File: src/rtl/shape_processor_modeling_pkg.sv
// Shared shape-processor modelling types: the control SFR layout, its
// "keep current value" field encodings, and the command sequencer state enum.
package shape_processor_modeling;

  // Control SFR as seen by the shape processor. The sequencer moves the
  // whole word opaquely; the fields are named here for debug visibility.
  typedef struct packed {
    logic [23:0] reserved;
    logic [3:0]  operation;
    logic [3:0]  shape;
  } ctrl_sfr_reg;

  localparam int CTRL_W = $bits(ctrl_sfr_reg);

  // Field encodings that tell the shape processor to leave the field as is.
  localparam logic [3:0] KEEP_SHAPE     = 4'hF;
  localparam logic [3:0] KEEP_OPERATION = 4'hF;

  // Command sequencer FSM: write the head command, read the SFR back, repeat.
  typedef enum logic [1:0] {
    IDLE  = 2'd0,
    WRITE = 2'd1,
    READ  = 2'd2
  } shape_ctrl_seq_state_e;

  // True when a control word changes neither field. Informational only:
  // the processor itself decides whether a word is legal.
  function automatic logic is_keep_all(ctrl_sfr_reg w);
    return (w.shape == KEEP_SHAPE) && (w.operation == KEEP_OPERATION);
  endfunction

endpackage

File: src/rtl/shape_cmd_fifo.sv
// Command FIFO: DEPTH x WIDTH circular buffer with occupancy count.
// Push is refused when full regardless of a same-cycle pop; pop is ignored
// when empty.
module shape_cmd_fifo #(
  parameter int DEPTH = 4,
  parameter int WIDTH = 32
) (
  input  logic                   clk,
  input  logic                   rst_n,
  input  logic                   push_i,
  input  logic [WIDTH-1:0]       wdata_i,
  input  logic                   pop_i,
  output logic [WIDTH-1:0]       rdata_o,
  output logic [$clog2(DEPTH):0] level_o,
  output logic                   full_o,
  output logic                   empty_o
);

  localparam int AW = $clog2(DEPTH);
  localparam int LW = AW + 1;

  logic [DEPTH-1:0][WIDTH-1:0] mem_q;
  logic [AW-1:0]               wr_ptr_q;
  logic [AW-1:0]               rd_ptr_q;
  logic [LW-1:0]               level_q;
  logic [LW-1:0]               level_d;
  logic                        push_ok;
  logic                        pop_ok;

  assign full_o  = (level_q == LW'(DEPTH));
  assign empty_o = (level_q == '0);
  assign push_ok = push_i && !full_o;
  assign pop_ok  = pop_i && !empty_o;
  assign rdata_o = mem_q[rd_ptr_q];
  assign level_o = level_q;

  // Occupancy: push and pop in the same cycle cancel out.
  always_comb begin
    level_d = level_q;
    if (push_ok && !pop_ok) begin
      level_d = level_q + 1'b1;
    end else if (pop_ok && !push_ok) begin
      level_d = level_q - 1'b1;
    end
  end

  // Storage and pointers; DEPTH is a power of two so pointers wrap naturally.
  always_ff @(posedge clk or negedge rst_n) begin
    if (!rst_n) begin
      mem_q    <= '0;
      wr_ptr_q <= '0;
      rd_ptr_q <= '0;
      level_q  <= '0;
    end else begin
      if (push_ok) begin
        mem_q[wr_ptr_q] <= wdata_i;
        wr_ptr_q        <= wr_ptr_q + 1'b1;
      end
      if (pop_ok) begin
        rd_ptr_q <= rd_ptr_q + 1'b1;
      end
      level_q <= level_d;
    end
  end

endmodule

File: src/rtl/shape_ctrl_sequencer.sv
// Shape control sequencer: queues control words and replays each one to the
// shape processor as a one-cycle write followed by a one-cycle SFR read-back,
// reporting the outcome with a done pulse and a saturating reject counter.
module shape_ctrl_sequencer
  import shape_processor_modeling::*;
#(
  parameter int DEPTH = 4
) (
  input  logic                   clk,
  input  logic                   rst_n,
  input  logic                   cmd_valid,
  output logic                   cmd_ready,
  input  logic [31:0]            cmd_data,
  output logic                   write,
  output logic [31:0]            write_data,
  output logic                   read,
  input  logic [31:0]            read_data,
  input  logic                   error,
  output logic                   done_valid,
  output logic                   done_ok,
  output logic [31:0]            done_rdata,
  output logic [7:0]             err_count,
  output logic [$clog2(DEPTH):0] level
);

  shape_ctrl_seq_state_e state_q, state_d;

  logic        fifo_push;
  logic        fifo_pop;
  logic        fifo_full;
  logic        fifo_empty;
  logic [31:0] fifo_rdata;
  ctrl_sfr_reg head;
  logic        has_work;

  logic        done_valid_q;
  logic        done_ok_q;
  logic [31:0] done_rdata_q;
  logic [7:0]  err_count_q;

  // Ready depends only on occupancy, so a full FIFO refuses even while popping.
  assign cmd_ready = !fifo_full;
  assign fifo_push = cmd_valid && cmd_ready;
  assign head      = ctrl_sfr_reg'(fifo_rdata);

  // Work is visible at the next edge if something is queued or arriving now;
  // this is what lets a push into an empty FIFO be written the next cycle.
  assign has_work  = !fifo_empty || fifo_push;

  shape_cmd_fifo #(
    .DEPTH (DEPTH),
    .WIDTH (CTRL_W)
  ) u_fifo (
    .clk     (clk),
    .rst_n   (rst_n),
    .push_i  (fifo_push),
    .wdata_i (cmd_data),
    .pop_i   (fifo_pop),
    .rdata_o (fifo_rdata),
    .level_o (level),
    .full_o  (fifo_full),
    .empty_o (fifo_empty)
  );

  // FSM state register.
  always_ff @(posedge clk or negedge rst_n) begin
    if (!rst_n) begin
      state_q <= IDLE;
    end else begin
      state_q <= state_d;
    end
  end

  // Next state and processor strobes; write_data is forced to zero off-strobe.
  always_comb begin
    state_d    = state_q;
    write      = 1'b0;
    write_data = '0;
    read       = 1'b0;
    fifo_pop   = 1'b0;
    unique case (state_q)
      IDLE: begin
        if (has_work) begin
          state_d = WRITE;
        end
      end
      WRITE: begin
        write      = 1'b1;
        write_data = head;
        fifo_pop   = 1'b1;
        state_d    = READ;
      end
      READ: begin
        read    = 1'b1;
        state_d = has_work ? WRITE : IDLE;
      end
      default: begin
        state_d = IDLE;
      end
    endcase
  end

  // Capture the processor's verdict in the READ cycle; report it next cycle
  // and hold it until the following completion.
  always_ff @(posedge clk or negedge rst_n) begin
    if (!rst_n) begin
      done_valid_q <= 1'b0;
      done_ok_q    <= 1'b0;
      done_rdata_q <= '0;
      err_count_q  <= '0;
    end else begin
      done_valid_q <= (state_q == READ);
      if (state_q == READ) begin
        done_ok_q    <= !error;
        done_rdata_q <= read_data;
        if (error && (err_count_q != 8'hFF)) begin
          err_count_q <= err_count_q + 8'd1;
        end
      end
    end
  end

  assign done_valid = done_valid_q;
  assign done_ok    = done_ok_q;
  assign done_rdata = done_rdata_q;
  assign err_count  = err_count_q;

endmodule
File: config.mk
export PLATFORM = sky130hd
export DESIGN_NAME = shape_ctrl_sequencer
export DESIGN_NICKNAME = d
export VERILOG_FILES = /design/src/rtl/shape_processor_modeling_pkg.sv /design/src/rtl/shape_cmd_fifo.sv /design/src/rtl/shape_ctrl_sequencer.sv
export SDC_FILE = /design/constraint.sdc
export NUM_CORES = 1
export LEC_CHECK = 0
export ABC_AREA = 1
export BUFFER_PORTS_ARGS = -buffer_cell sky130_fd_sc_hd__buf_2
export CORE_MARGIN = 4
export CORE_UTILIZATION = 54
export CTS_BUF_LIST = sky130_fd_sc_hd__clkbuf_8
export DETAILED_ROUTE_END_ITERATION = 12
export MAX_ROUTING_LAYER = met4
export PLACE_DENSITY_LB_ADDON = 0.08
export SLEW_MARGIN = 40
export SYNTH_ARGS = -nofsm -noshare
export SYNTH_HDL_FRONTEND = slang
export SYNTH_SLANG_ARGS = --single-unit
export TNS_END_PERCENT = 100
File: constraint.sdc
create_clock -name clk -period 3.5 [get_ports clk]
set_clock_uncertainty 0.15 [all_clocks]
set_input_delay 0.7 -clock clk [delete_from_list [all_inputs] [get_ports clk]]
set_output_delay 0.7 -clock clk [all_outputs]
set_load 0.005 [all_outputs]
# After elaboration in Yosys (flattened, before gate mapping)
# Cells that the tools add are included.
[word_totals]
input_bits = 68
output_inout_bits = 80
elab_cells = 55
register_bits = 179
[classes]
n_reduce_logical = 17
addsub = 5
muxes = 13
order_cmp = 3
eq_ne = 5
[ops]
columns = ["operator", "n"]
rows = [
  ["$bwmux 128", 1],
  ["$mux 32", 3],
  ["$bmux 32 s2", 1],
  ["$demux 32 s2", 1],
  ["$add 8x1->8 const B", 1],
  ["$ne 8x8->1 const B", 1],
  ["$logic_and 1x1->1", 7],
  ["$lt 2x3->1 const B", 2],
  ["$mux 3", 2],
  ["$pmux 2 s3", 1],
  ["$logic_not 1->1", 5],
  ["$add 2x1->2 const B", 2],
  ["$add 3x1->3 const B", 1],
  ["$eq 3x3->1 const B", 1],
  ["$logic_not 3->1", 1],
  ["$mux 1", 3],
  ["$sub 3x1->3 const B", 1],
  ["$eq 2x1->1 const B", 1],
  ["$eq 2x2->1 const B", 1],
  ["$ge 2x1->1 const B", 1],
  ["$logic_not 2->1", 1],
  ["$mux 2", 1],
  ["$ne 2x2->1 const B", 1],
  ["$reduce_and 2->1", 1],
  ["other kinds (2)", 2],
]

# Longest topological paths before layout
[logic_depth]
depth_word = 8
mapped_depth = 11
ltp_nobuf = 10

# Cells and area by module
# Synthesis repeated with hierarchy kept, for this count alone.
[hier_totals]
hier_cells = 1126
area_unflattened_um2 = 8759.7
[modules_own_cells]
columns = ["module", "seq_area_each_um2", "cells_each", "area_per_inst_um2", "n_inst"]
rows = [
  ["shape_cmd_fifo", 3378.2, 840, 6653.9, 1],
  ["shape_ctrl_sequencer", 1101.1, 286, 2105.8, 1],
]

# Least setup slack after synthesis
# No wires, ideal clock.
[synth_path]
path_kind = "input-to-reg"
start = "in cmd_valid"
end = "reg u_fifo.level_q[2], in the netlist u_fifo.level_o[2]"
required_time_ps = 3271
setup_ps = 79
setup_slack_ps = 1227
n_path_buf = 1
cell_stages = 9
arrival_ps = 2044
path_cell_list = "nand2_8 > buf_12 > inv_1 > ha_1 > inv_1 > fa_1 > or2_2 > nand2_1 > xor2_1"
[synth_via]
elab_chain_cells = 5
elab_cells_between_ends = 7
cone_classes = "mux (1); reduce/logical (6)"
[synth_rtl]
columns = ["item", "line_no", "rtl"]
rows = [
  ["start: declaration", "shape_ctrl_sequencer.sv:11", "input logic cmd_valid,"],
  ["$logic_and 1x1->1 *", "shape_ctrl_sequencer.sv:43", "assign fifo_push = cmd_valid && cmd_ready;"],
  ["$logic_and 1x1->1 *", "shape_cmd_fifo.sv:32", "assign push_ok = push_i && !full_o;"],
  ["net u_fifo.push_ok", "shape_cmd_fifo.sv:27", "logic push_ok;"],
  ["$logic_not 1->1", "shape_cmd_fifo.sv:42", "end else if (pop_ok && !push_ok) begin"],
  ["$logic_and 1x1->1", "shape_cmd_fifo.sv:42", ""],
  ["$reduce_bool 2->1 (no line)", "--", ""],
  ["end signal: assignment", "shape_cmd_fifo.sv:62", "level_q <= level_d;"],
  ["end: declaration", "shape_cmd_fifo.sv:25", "logic [LW-1:0] level_q;"],
]
# Mark *: on every way through the listed nets, which the timed path passes. The rest lies on a longest branch.
# A chain may end at the register's enable or synchronous reset.

# Final worst setup path
[layout_path]
start = "reg u_fifo.rd_ptr_q[1]"
end = "out write_data[2]"
[layout_via]
elab_chain_cells = 3
[layout_rtl]
columns = ["item", "line_no", "rtl"]
rows = [
  ["start: declaration", "shape_cmd_fifo.sv:24", "logic [AW-1:0] rd_ptr_q;"],
  ["start signal: assignment", "shape_cmd_fifo.sv:60", "rd_ptr_q <= rd_ptr_q + 1'b1;"],
  ["$bmux 32 s2", "shape_cmd_fifo.sv:34", "assign rdata_o = mem_q[rd_ptr_q];"],
  ["$mux 32 (implied by the code)", "shape_cmd_fifo.sv:34", ""],
  ["$mux 32", "shape_ctrl_sequencer.sv:81", "unique case (state_q)"],
  ["end: declaration", "shape_ctrl_sequencer.sv:15", "output logic [31:0] write_data,"],
]
# Every way passes these cells. The select of a mux whose other input is x is not followed.

==> results.cfg <==
[global_routing]
grt_first_pass_wirelength_um = 32700
busiest_layer = met2
gr-usage-met2 = 0.352
grtUsageTotal = 0.236
grt_pass1_vias = 6308
grt-ovfl-total = 0
grt_max_degree = 73
antenna_found_initial = 0
grt_util_met3 = 0.0538
grt_use_met1 = 0.336

[setup_path]
end_kind = primary output
crit_top_cell = a21oi_1
cpPeakStageDelay_ns = 0.48
critPathBufInv = 3
cp-start-kind = register
critical_path_class = reg -> out
r2r_slack_ns = 1.15
r2r_cells = 10
cp_data_arrival_time_ns = 2.15
rr_startpoint = u_fifo.level_o[0]
slowest_stage = inv_1
worstPathRequired_ns = 2.65
worstPathCellList = inv_1, buf_4, a21oi_1, o21ai_0, a21oi_1, buf_2
critical-path-top-delay-family = buffers and inverters
r2r_end = u_fifo.level_o[2]
crit_fanout = 17

[synth]
avgSynthCellArea_sq_um = 8.40
synthArstFlopShare = 1.00
synth_warnings = 0
yosysUniqueCellTypes = 29
ys_seq_elements = 179
synthFlopType = dfrtp_1
syn-num-nets = 1062
synth-seq-area-share = 0.540
synth_edf_count = 0
syn_inst = 987
synth_area_sq_um = 8290

[min_path]
hold_class = in -> async

[cells_and_area]
area_growth_pct = 14.6
n_antenna_cell = 0
layout-drive-gt1-share = 0.190
nets = 1182
post-route-util = 0.628
final_area_sq_um = 9510
final_cells = 1308

[clock_network]
cts_hold_buf = 0
htree_num_levels = 4
cts.sinks = 179
cts_tree = yes
cts_resized = 0
numCtsBuffers = 17
post_cts_buffers = 0
clock-root-buffer = clkbuf_8
cts.path.max_buffers = 2
clock_latency_ns = 0.45
clk_pin_slew_ns = 0.09

[timing]
setup_viol = 0
finalCritPeriodShare = 0.856
slew_headroom = 0.511
fmax_mhz = 334
rsz0062_at_grt = false
hold_violations = 0
worst_slew_pin_slew_ns = 0.733
fin_ws_ns = 0.504
tns_ns = 0
slew_viol_final = 0
period_needed_ns = 3.00

[routing]
post_drt_wl_per_cell_um = 14.8
drt-vias-per-instance = 5.16
ant_nets = 0
wl_um = 19400
vias = 6745
dr.pass1.iters = 5
drt_iter0_markers = 387
drcViolationCount = 0

[floorplan]
die_w_um = 132
die_y_um = 132
initial_core_util = 0.547
ios = 148
design.core.area_sq_um = 15100
row_count = 45
die_area_sq_um = 17400

[place]
place_area_sq_um = 8980
dp_hpwl_um = 12400
io_buffer_count = 147
pre_cts_slack_ns = 0.957
placed_cells = 1275
gp_congestion = 0.800

[run]
cap_viol_max_count = 0

[power_and_ir_drop]
ir_drop_mv = 0.497
power_density_nw_per_um2 = 928
leakage_nw = 4.83

[status]
status = completed
==> flip-flops by register name, summed over array words and instances (netlist names) <==
register         count
u_fifo.mem_q       128
done_rdata          32
err_count            8
u_fifo.level_o       3
state_q              2
u_fifo.rd_ptr_q      2
u_fifo.wr_ptr_q      2
done_ok              1
done_valid           1
==> cells in the final DEF, fill, tap and decap left out, types with 2 or more instances in the layout <==
master,n
o21ai_1,46
buf_12,2
xor2_1,4
nand2_1,321
buf_4,12
nand2_2,2
clkinv_2,4
nand4_1,2
ha_1,6
inv_1,82
o21ai_0,146
dfrtp_1,178
nor2_1,11
o21ai_2,3
a21oi_1,98
clkbuf_8,17
inv_2,5
bufinv_16,7
xnor2_1,4
clkinvlp_4,3
nand3_1,7
buf_2,146
nor2_8,2
nor2_4,3
==> worst reg2reg max path, delay by kind of cell, from the launching register on <==
kind	cells	cell delay, ns
and+or+nand+nor	4	0.68
adders and majority gates	2	0.54
buffers and inverters	3	0.31
DFF	1	0.46
xor gates and xnor gates	1	0.14
==> synth_stat cells (5+ instances only) <==
master / number / area, sq um
a21oi_1: 98 / 490
buf_2: 21 / 105
buf_6: 17 / 191
clkbuf_1: 14 / 52.6
dfrtp_1: 179 / 4480
ha_1: 6 / 75.1
inv_1: 82 / 308
inv_2: 5 / 18.8
nand2_1: 321 / 1200
nand3_1: 7 / 35.0
nor2_1: 11 / 41.3
o21ai_0: 146 / 731
o21ai_1: 46 / 230
==> kinds of logic after synthesis <==
| kind of cell | after synthesis | synth area share |
|---|---|---|
| AOI/OAI and AO/OA | 293 | 0.178 |
| xor gates and xnor gates | 8 | 0.00845 |
| adders and majority gates | 7 | 0.0115 |
| buffers and inverters | 149 | 0.0899 |
| DFF | 179 | 0.540 |
| and+or+nand+nor | 351 | 0.172 |
==> per-stage QoR <==
step	hold WS, ns	power (W)
after detailed placement	0.310	0.00714
final	0.0929	0.00882
after global placement	0.306	0.00703
after CTS	0.105	0.00889
after global routing	0.115	0.00960
after floorplan	0.254	0.00598
==> where the power goes <==
part / internal [W] / switching (W)
registers: 0.00303 / 0.000414
clock network: 0.000988 / 0.000738
logic: 0.00133 / 0.00232
==> routing by layer <==
metal  wire (um)  part of all wire  up-vias
met1        9190              0.47     3156
met4         182            0.0094        0
met5           0                 0        -
li1            -                 -     3401
met3        1050             0.054       15
met2        8970              0.46      173
==> area by class of cell <==
| cell class | instances | area (sq um) |
|---|---|---|
| tap | 188 | 235 |
| clock buffer | 17 | 234 |
| multi-input combinational | 659 | 3070 |
| fill | 1360 | 5640 |
| inverter | 88 | 330 |
| sequential | 179 | 4480 |
| timing repair buffer | 162 | 897 |
| clock inverter | 15 | 262 |
==> how the worst max path moves through the flow <==
stage	start	endpoint	slack, ns	cells after the start
3_3_place_gp	cmd_valid	u_fifo.mem_q[111]	1.0	6
2_1_floorplan	cmd_valid	u_fifo.level_o[2]	1.23	9
6_report	u_fifo.rd_ptr_q[1]	write_data[2]	0.50	6
4_1_cts	u_fifo.rd_ptr_q[1]	write_data[2]	0.49	6
5_1_grt	u_fifo.rd_ptr_q[1]	write_data[2]	0.39	6
3_5_place_dp	cmd_valid	u_fifo.level_o[2]	0.96	9
Power figures use the tool's default switching activity.
